`src/rtl/timer_divider_multi.sv`:
```
// Free-running system divider plus NCH programmable 8-bit timer channels.
// Each channel counts falling edges of a selected divider tap and raises a one-cycle irq on overflow.
module timer_divider_multi #(
    parameter int DIV_W = 16,
    parameter int NCH   = 2,
    parameter int TAP0  = 9,
    parameter int TAP1  = 3,
    parameter int TAP2  = 5,
    parameter int TAP3  = 7
) (
    input  logic             clk,
    input  logic             reset,
    input  logic             cpu_wr,
    input  logic             cpu_rd,
    input  logic [3:0]       addr,
    input  logic [7:0]       d_in,
    output logic [7:0]       d_out,
    output logic [DIV_W-1:0] div,
    output logic [NCH-1:0]   irq
);

    logic [DIV_W-1:0]     div_q;
    logic [DIV_W-1:0]     div_next;
    logic                 div_wr;
    logic [NCH-1:0][7:0]  cnt_q;
    logic [NCH-1:0][7:0]  mod_q;
    logic [NCH-1:0][7:0]  mod_next;
    logic [NCH-1:0]       en_q;
    logic [NCH-1:0]       en_next;
    logic [NCH-1:0][1:0]  sel_q;
    logic [NCH-1:0][1:0]  sel_next;
    logic [NCH-1:0]       cnt_wr;
    logic [NCH-1:0]       mod_wr;
    logic [NCH-1:0]       ctl_wr;
    logic [NCH-1:0]       lvl_p0;
    logic [NCH-1:0]       lvl_p1;
    logic [NCH-1:0]       tick;
    logic [NCH-1:0]       pend_q;
    logic [NCH-1:0]       irq_q;
    logic [7:0]           rd_data;

    function automatic logic tap_bit(input logic [1:0] sel, input logic [DIV_W-1:0] d);
        case (sel)
            2'd0:    tap_bit = d[TAP0];
            2'd1:    tap_bit = d[TAP1];
            2'd2:    tap_bit = d[TAP2];
            default: tap_bit = d[TAP3];
        endcase
    endfunction

    function automatic logic [3:0] reg_addr(input int ch, input int off);
        reg_addr = 4'(1 + 3 * ch + off);
    endfunction

    // Stage p0: next-state view of divider and control, so a write-induced fall ticks immediately
    always_comb begin
        div_wr   = cpu_wr && (addr == 4'd0);
        div_next = div_wr ? '0 : div_q + DIV_W'(1);
        for (int n = 0; n < NCH; n++) begin
            cnt_wr[n]   = cpu_wr && (addr == reg_addr(n, 0));
            mod_wr[n]   = cpu_wr && (addr == reg_addr(n, 1));
            ctl_wr[n]   = cpu_wr && (addr == reg_addr(n, 2));
            mod_next[n] = mod_wr[n] ? d_in : mod_q[n];
            en_next[n]  = ctl_wr[n] ? d_in[2] : en_q[n];
            sel_next[n] = ctl_wr[n] ? d_in[1:0] : sel_q[n];
            lvl_p0[n]   = en_next[n] & tap_bit(sel_next[n], div_next);
            tick[n]     = lvl_p1[n] & ~lvl_p0[n];
        end
    end

    always_comb begin
        rd_data = 8'hFF;
        if (addr == 4'd0) begin
            rd_data = div_q[DIV_W-1 -: 8];
        end
        for (int n = 0; n < NCH; n++) begin
            if (addr == reg_addr(n, 0)) rd_data = cnt_q[n];
            if (addr == reg_addr(n, 1)) rd_data = mod_q[n];
            if (addr == reg_addr(n, 2)) rd_data = {5'b11111, en_q[n], sel_q[n]};
        end
    end

    // Stage p1: registered state; overflow splits into wrap (pend set) then reload with irq
    always_ff @(posedge clk) begin
        if (reset) begin
            div_q  <= '0;
            d_out  <= 8'h00;
            cnt_q  <= '0;
            mod_q  <= '0;
            en_q   <= '0;
            sel_q  <= '0;
            lvl_p1 <= '0;
            pend_q <= '0;
            irq_q  <= '0;
        end else begin
            div_q <= div_next;
            if (cpu_rd) begin
                d_out <= rd_data;
            end
            for (int n = 0; n < NCH; n++) begin
                mod_q[n]  <= mod_next[n];
                en_q[n]   <= en_next[n];
                sel_q[n]  <= sel_next[n];
                lvl_p1[n] <= lvl_p0[n];
                pend_q[n] <= 1'b0;
                irq_q[n]  <= 1'b0;
                if (pend_q[n]) begin
                    cnt_q[n] <= cnt_wr[n] ? d_in : mod_next[n];
                    irq_q[n] <= ~cnt_wr[n];
                end else if (cnt_wr[n]) begin
                    cnt_q[n] <= d_in;
                end else if (tick[n]) begin
                    if (cnt_q[n] == 8'hFF) begin
                        cnt_q[n]  <= 8'h00;
                        pend_q[n] <= 1'b1;
                    end else begin
                        cnt_q[n] <= cnt_q[n] + 8'd1;
                    end
                end
            end
        end
    end

    assign div = div_q;
    assign irq = irq_q;

endmodule

```
`config.mk`:
```
export PLATFORM = sky130hd
export DESIGN_NAME = timer_divider_multi
export DESIGN_NICKNAME = d
export VERILOG_FILES = /design/src/rtl/timer_divider_multi.sv
export SDC_FILE = /design/constraint.sdc
export NUM_CORES = 1
export LEC_CHECK = 0
export ABC_CLOCK_PERIOD_IN_PS = 5900
export CAP_MARGIN = 10
export CORE_AREA = 3 3 116 118
export CTS_BUF_LIST = sky130_fd_sc_hd__clkbuf_8
export CTS_CLUSTER_SIZE = 12
export DETAILED_ROUTE_END_ITERATION = 16
export DIE_AREA = 0 0 119 121
export GPL_TIMING_DRIVEN = 0
export PLACE_DENSITY = 0.56
export SYNTH_ARGS = -nofsm -noshare
export SYNTH_HDL_FRONTEND = slang
export SYNTH_SLANG_ARGS = --single-unit
```
`constraint.sdc`:
```
create_clock -name clk -period 5.9 [get_ports clk]
set_clock_uncertainty 0.2 [all_clocks]
set_input_delay 1.18 -clock clk [delete_from_list [all_inputs] [get_ports clk]]
set_output_delay 1.18 -clock clk [all_outputs]
set_load 0.01 [all_outputs]
```
# ---- After elaboration in Yosys (flattened, before gate mapping)
# Index checks and enable logic that the tools add are counted.
dict set report word_totals {
  latch_bits 0
  regBits 68
  mem_count 0
  output_inout_bits 26
  inputBits 16
  mem_bits_rw 0
  word_cells 87
  romBits 0
}
dict set report classes {
  mux 28
  n_reduce_logical 17
  div_mod_pow 0
  shifts 0
  eq_ne 12
  n_addsub 3
  n_mul 0
  order_cmp 0
  bitwise 12
}
# cell n
set op_table {}
lappend op_table {{$mux 8} 19}
lappend op_table {{$add 16x1->16 const B} 1}
lappend op_table {{$add 8x1->8 const B} 2}
lappend op_table {{$eq 8x8->1 const B} 2}
lappend op_table {{$eq 4x3->1 const B} 3}
lappend op_table {{$mux 10} 1}
lappend op_table {{$eq 4x2->1 const B} 2}
lappend op_table {{$not 1->1} 8}
lappend op_table {{$reduce_or 4->1} 2}
lappend op_table {{$logic_and 1x1->1} 7}
lappend op_table {{$pmux 1 s3} 2}
lappend op_table {{$reduce_bool 3->1} 2}
lappend op_table {{$reduce_or 2->1} 3}
lappend op_table {{$and 1x1->1} 4}
lappend op_table {{$eq 2x1->1 const B} 2}
lappend op_table {{$eq 2x2->1 const B} 2}
lappend op_table {{$eq 4x1->1 const B} 1}
lappend op_table {{$logic_not 2->1} 2}
lappend op_table {{$logic_not 4->1} 1}
lappend op_table {{$mux 1} 4}
lappend op_table {{$mux 2} 2}

# ---- Depth between registers and ports, before layout
# Gate-level depths: netlist of the first run.
dict set report logic_depth {
  ltp_word 11
  mapped_depth 9
  ltp_nobuf 8
}

# ---- Worst setup path after synthesis of the first run
# Ideal clock, no wire load.
dict set report synth_path {
  path_kind {input to register}
  start {input addr[3]}
  end {register cnt_q[0] (netlist bit)}
  n_path_buf 2
  arrival_time_ns 2.979
  slack_ns 2.594
  setup_ns 0.128
  required_time_ns 5.572
  path_stages 9
  path_cell_list {buf_2 -> or3b_4 -> or2_1 -> clkbuf_2 -> nand2b_1 -> a2111oi_2 -> a211oi_2 -> mux2i_1 -> nor2_1}
}
dict set report synth_via {
  elab_chain_cells 9
  elab_cells_between_ends 23
  classes_between {5 x eq/ne; 8 x mux; 3 x bitwise; 7 x reduce/logical}
}
# item line
set synth_lines {}
lappend synth_lines {{start, declared} 15} ;# input logic [3:0] addr,
lappend synth_lines {{$eq 4x2->1} 62} ;# ctl_wr[n] = cpu_wr && (addr == reg_addr(n, 2));
lappend synth_lines {{$logic_and 1x1->1} 62}
lappend synth_lines {{$mux 2} 65} ;# sel_next[n] = ctl_wr[n] ? d_in[1:0] : sel_q[n];
lappend synth_lines {{$eq 2x2->1 (tied with other cells)} 43} ;# case (sel)
lappend synth_lines {{$pmux 1 s3} 43}
lappend synth_lines {{$and 1x1->1} 66} ;# lvl_p0[n] = en_next[n] & tap_bit(sel_next[n], div_next);
lappend synth_lines {{$not 1->1} 67} ;# tick[n] = lvl_p1[n] & ~lvl_p0[n];
lappend synth_lines {{$and 1x1->1} 67}
lappend synth_lines {{$reduce_bool 3->1 (no source line)} n/a}
lappend synth_lines {{end signal, assigned by index} 108} ;# cnt_q[n] <= cnt_wr[n] ? d_in : mod_next[n];
lappend synth_lines {{end signal, assigned by index} 111} ;# cnt_q[n] <= d_in;
lappend synth_lines {{end signal, assigned by index} 117} ;# cnt_q[n] <= cnt_q[n] + 8'd1;
lappend synth_lines {{end, declared} 25} ;# logic [NCH-1:0][7:0] cnt_q;
# Several ways; a longest one is shown, not always the timed one.
# A chain may end at the register's enable or synchronous reset.

# ---- Final worst setup path of the first run
dict set report layout_path {
  start {input addr[2]}
  end {register cnt_q[9] (netlist bit)}
}
dict set report layout_via {
  elab_chain_cells 9
  elab_cells_between_ends 23
  classes_between {5 x eq/ne; 8 x mux; 3 x bitwise; 7 x reduce/logical}
}
# item line
set layout_lines {}
lappend layout_lines {{$eq 4x3->1} 62}
lappend layout_lines {{$logic_and 1x1->1} 62}
lappend layout_lines {{$mux 2} 65}
lappend layout_lines {{$eq 2x2->1 (tied with other cells)} 43}
lappend layout_lines {{$pmux 1 s3} 43}
lappend layout_lines {{$and 1x1->1} 66}
lappend layout_lines {{$not 1->1} 67}
lappend layout_lines {{$and 1x1->1} 67}
lappend layout_lines {{$reduce_bool 3->1 (no source line)} n/a}
# Several ways; a longest one is shown, not always the timed one.

==> flow_summary.toml, run 1 <==
[cts]
ctsHtreeMaxLevel = 3
clkTransAtPathRegs_ps = 70
post-cts-setup-buffers = 0
cts_root_buffer = "sky130_fd_sc_hd__clkbuf_8"
cts_made_buffers = 9
ctsResizeCount = 0
cts_max_path_buffers = 2
clk_latency_ps = 360
cts_hold_repair.buffers = 0
tritoncts = "built"
cts_sinks = 68

[yosys]
yosys_register_bits = 68
yosys-top-cells-area = "sky130_fd_sc_hd__dfxtp_1 37%, sky130_fd_sc_hd__nand2_1 6.7%, sky130_fd_sc_hd__a21oi_1 5.5%"
netlist.top_cell.by_area = "sky130_fd_sc_hd__dfxtp_1"
synth_commonest_cells = "68 x sky130_fd_sc_hd__dfxtp_1, 66 x sky130_fd_sc_hd__nand2_1, 42 x sky130_fd_sc_hd__nor2_1, 41 x sky130_fd_sc_hd__a21oi_1, 19 x sky130_fd_sc_hd__nand3_1"
yosysSeqAreaShare_pct = 36.7
yosys.cell_types.count = 73
synth_top_area_share_pct = 36.7
yosys_most_used_dff = "sky130_fd_sc_hd__dfxtp_1"
post_synth_instance_area_um2 = 3710
postSynth.asyncResetShare_pct = 0
synth.avg_cell_area_um2 = 8.18
synth_nets = 473
syn_inst = 454
synthMostInstantiatedCell = "sky130_fd_sc_hd__dfxtp_1"
synth-warning-count = 0
synth-edff-count = 0

[cells_and_area]
finalInstanceArea_um2 = 4450
flow.area_growth_from_synthesis_pct = 20.0
finish.utilization_pct = 35.4
multi_input_area_um2 = 2220
layout-drive-gt1-share_pct = 9.70
layout.area.seq_um2 = 1360
finalNetCount = 521
final.fill_count = 1350
antennaDiodeCount = 0

[sta]
final_setup_tns_ps = 0
rsz0062_at_grt = "false"
layout_setup_ws_ps = 2010
post-route-min-period_ps = 3890
remaining_max_slew_budget_at_the_tightest_pin_pct = 47.6
report.final.hold_viol_count = 0
fin_hold_ws_ps = 274
final_max_slew_viol_count = 0
timing.fmax_mhz = 257
setup_violations = 0
tightestPinTransition_ps = 783
finalCritPeriodShare_pct = 65.9

[detailed_routing]
num_vias = 3612
post_drt_wl_per_cell_um = 17.0
routed_wl_mm = 11.5
first_pass_iters = 5
drt.antenna.violating_nets = 0
vias_per_cell = 5.34
post-route-drc-count = 0
detail_route.iter0.violations = 231

[min_path]
timing.hold.worst_path_depth = 2
holdCritPathClass = "flip-flop to flip-flop"
min-delay-start = "d_out[0]$_SDFFE_PP0P_"
min_to = "d_out[0]$_SDFFE_PP0P_"

[floorplan]
top_level_pins = 42
fp.coreArea_um2 = 12600
die_height_um = 121
std_cell_rows = 41
dieArea_um2 = 14400
initial_utilization_pct = 29.5
dieWidth_um = 119

[worst_setup_path]
cp.required_ps = 5930
ff2ff_setup_slack_ps = 3130
worst-endpoint-arrival_ps = 3920
timing_worst_setup_path_type = "input pin to flip-flop"
r2r-start = "div[2]$_SDFF_PP0_"
timing.rr.end = "cnt_q[0]$_SDFFE_PP0P_"
critPathCaptureType = "flip-flop"
worst-r2r-cell-count = 7
startpoint_type = "input pin"
cp_max_fo = 10

[pwr]
switching_power_uw = 241
total_leakage_power_uw = 0.00151
power.internal_uw = 660
sw_frac_of_total_pct = 26.7
ir_worst_vdd_v = 0.000102
power.share.clock_pct = 37.0
power-per-cell-area_nw_per_um2 = 202
seq_power_share_pct = 52.7
comb_power_share_pct = 10.3

[place]
gp_congestion = 0.884
cell_area_after_placement_um2 = 4300
port_buffers = 37
hpwl_mm = 8.73
preCtsSetupSlack_ps = 1690

[grt]
grt_overflow = 0
grt_max_degree = 11
antenna_violations_before_repair = 0
via_count_of_the_first_global_routing_pass = 3509
gr-usage-all-layers_pct = 16.2
first_pass_grt_wire_length_mm = 18.4

[job]
cap_violations = 0

[status]
outcome = "finished clean"
-- through the flow --
| stage | power, µW | std cells |
|---|---|---|
| 2_1_floorplan | 533 | 454 |
| 3_3_place_gp | 576 | 663 |
| 3_5_place_dp | 577 | 663 |
| 4_1_cts | 908 | 677 |
| 5_1_grt | 935 | 677 |
| 6_report | 901 | 677 |
-- worst max path at each step --
stage                     cells past startpoint                     end    start  slack, ps
after global routing                          9  cnt_q[12]$_SDFFE_PP0P_  addr[2]       1790
final                                         9   cnt_q[9]$_SDFFE_PP0P_  addr[2]       2010
after global placement                        9   cnt_q[9]$_SDFFE_PP0P_  addr[2]       1710
after CTS                                     9   cnt_q[9]$_SDFFE_PP0P_  addr[2]       2060
after detailed placement                      9   cnt_q[9]$_SDFFE_PP0P_  addr[2]       1690
after floorplan                               9   cnt_q[0]$_SDFFE_PP0P_  addr[3]       2590
-- flip-flops by register name, indices dropped and copies added, names as in the netlist --
signal,flops
cnt_q,16
d_out,8
div,16
en_q,2
irq,2
lvl_p1,2
mod_q,16
pend_q,2
sel_q,4
-- critical path: stages --
cell and delay (ps):
sky130_fd_sc_hd__clkdlybuf4s50_1 520, sky130_fd_sc_hd__buf_4 170, sky130_fd_sc_hd__nor3b_1 430, sky130_fd_sc_hd__nand2_1 150, sky130_fd_sc_hd__a222oi_1 440, sky130_fd_sc_hd__o2111ai_1 310, sky130_fd_sc_hd__a31oi_4 430, sky130_fd_sc_hd__mux2i_1 230
sky130_fd_sc_hd__nor2_1 50
-- cell usage in the layout, fill, tap and decap left out, types with 4 or more instances in the layout --
| cell type | Yosys | routed |
|---|---|---|
| sky130_fd_sc_hd__nor3_1 | 13 | 13 |
| sky130_fd_sc_hd__xor2_1 | 8 | 8 |
| sky130_fd_sc_hd__a21oi_1 | 41 | 41 |
| sky130_fd_sc_hd__nand3_1 | 19 | 19 |
| sky130_fd_sc_hd__clkbuf_1 | 13 | 13 |
| sky130_fd_sc_hd__o211ai_1 | 7 | 7 |
| sky130_fd_sc_hd__a211oi_1 | 5 | 5 |
| sky130_fd_sc_hd__mux2i_1 | 11 | 11 |
| sky130_fd_sc_hd__dfxtp_1 | 68 | 68 |
| sky130_fd_sc_hd__o21ai_0 | 13 | 13 |
| sky130_fd_sc_hd__nor2_1 | 42 | 42 |
| sky130_fd_sc_hd__o22ai_1 | 11 | 11 |
| sky130_fd_sc_hd__clkdlybuf4s50_1 | 0 | 37 |
| sky130_fd_sc_hd__mux2_2 | 8 | 8 |
| sky130_fd_sc_hd__clkbuf_8 | 0 | 10 |
| sky130_fd_sc_hd__o21ai_1 | 4 | 4 |
| sky130_fd_sc_hd__xnor2_1 | 5 | 5 |
| sky130_fd_sc_hd__inv_1 | 11 | 12 |
| sky130_fd_sc_hd__and3_1 | 11 | 11 |
| sky130_fd_sc_hd__o2111ai_1 | 4 | 4 |
| sky130_fd_sc_hd__nand2_1 | 66 | 66 |
| sky130_fd_sc_hd__o221ai_1 | 5 | 5 |
| sky130_fd_sc_hd__a221oi_1 | 8 | 8 |
| sky130_fd_sc_hd__buf_2 | 4 | 4 |
-- cell families after synthesis --
| logic type | Yosys count | synth area share [%] |
|---|---|---|
| DFF | 68 | 36.7 |
| muxes | 22 | 7.21 |
| xor gates and xnor gates | 13 | 3.07 |
| buffers and inverters | 32 | 3.61 |
| and+or+nand+nor | 187 | 24.6 |
| adders and majority gates | 3 | 1.01 |
| AOI/OAI and AO/OA | 129 | 23.8 |
-- power by group through the flow --
stage	Combinational, µW	Sequential [µW]	Clock [µW]
finish	92.7	475	333
detailed placement	92.3	485	0
global route	101	476	359
CTS	92.4	475	341
floorplan	46.9	486	0
global placement	91.4	485	0
-- layer usage --
metal	routed length [µm]	vias up	global-route usage, %
met4	122	0	3.91
met1	5410	1721	21.8
met5	0	-	0
met2	5280	104	26.4
met3	692	12	3.78
li1	-	1775	-
-- final cells by class --
cell class	instances	area share [%]
timing repair buffer	37	8.31
sequential	68	30.6
clock buffer	10	3.09
tap	172	4.83
multi-input combinational	354	49.8
inverter	11	0.927
clock inverter	4	0.421
buffer	21	2.08
No activity file was read; power rests on OpenSTA's default activity.
==> run 2: changes to the inputs <==
--- a/config.mk
+++ b/config.mk
@@ -5,7 +5,7 @@
 export SDC_FILE = /design/constraint.sdc
 export NUM_CORES = 1
 export LEC_CHECK = 0
-export ABC_CLOCK_PERIOD_IN_PS = 5900
+export ABC_CLOCK_PERIOD_IN_PS = 3950
 export CAP_MARGIN = 10
 export CORE_AREA = 3 3 116 118
 export CTS_BUF_LIST = sky130_fd_sc_hd__clkbuf_8
==> constraint.sdc (replaced) <==
create_clock -name clk -period 3.95 [get_ports clk]
set_clock_uncertainty 0.2 [all_clocks]
set_input_delay 0.79 -clock clk [delete_from_list [all_inputs] [get_ports clk]]
set_output_delay 0.79 -clock clk [all_outputs]
set_load 0.01 [all_outputs]
==> results of run 2 <==
Same layout as run 1 (identical final DEF). Status: finished clean.
Among the figures that moved: setup slack after placement 1690 ps -> 127 ps; setup slack after layout 2010 ps -> 455 ps; register-to-register setup slack 3130 ps -> 1180 ps; total power 901 µW -> 1350 µW; worst IR drop on VDD 0.000102 V -> 0.000152 V
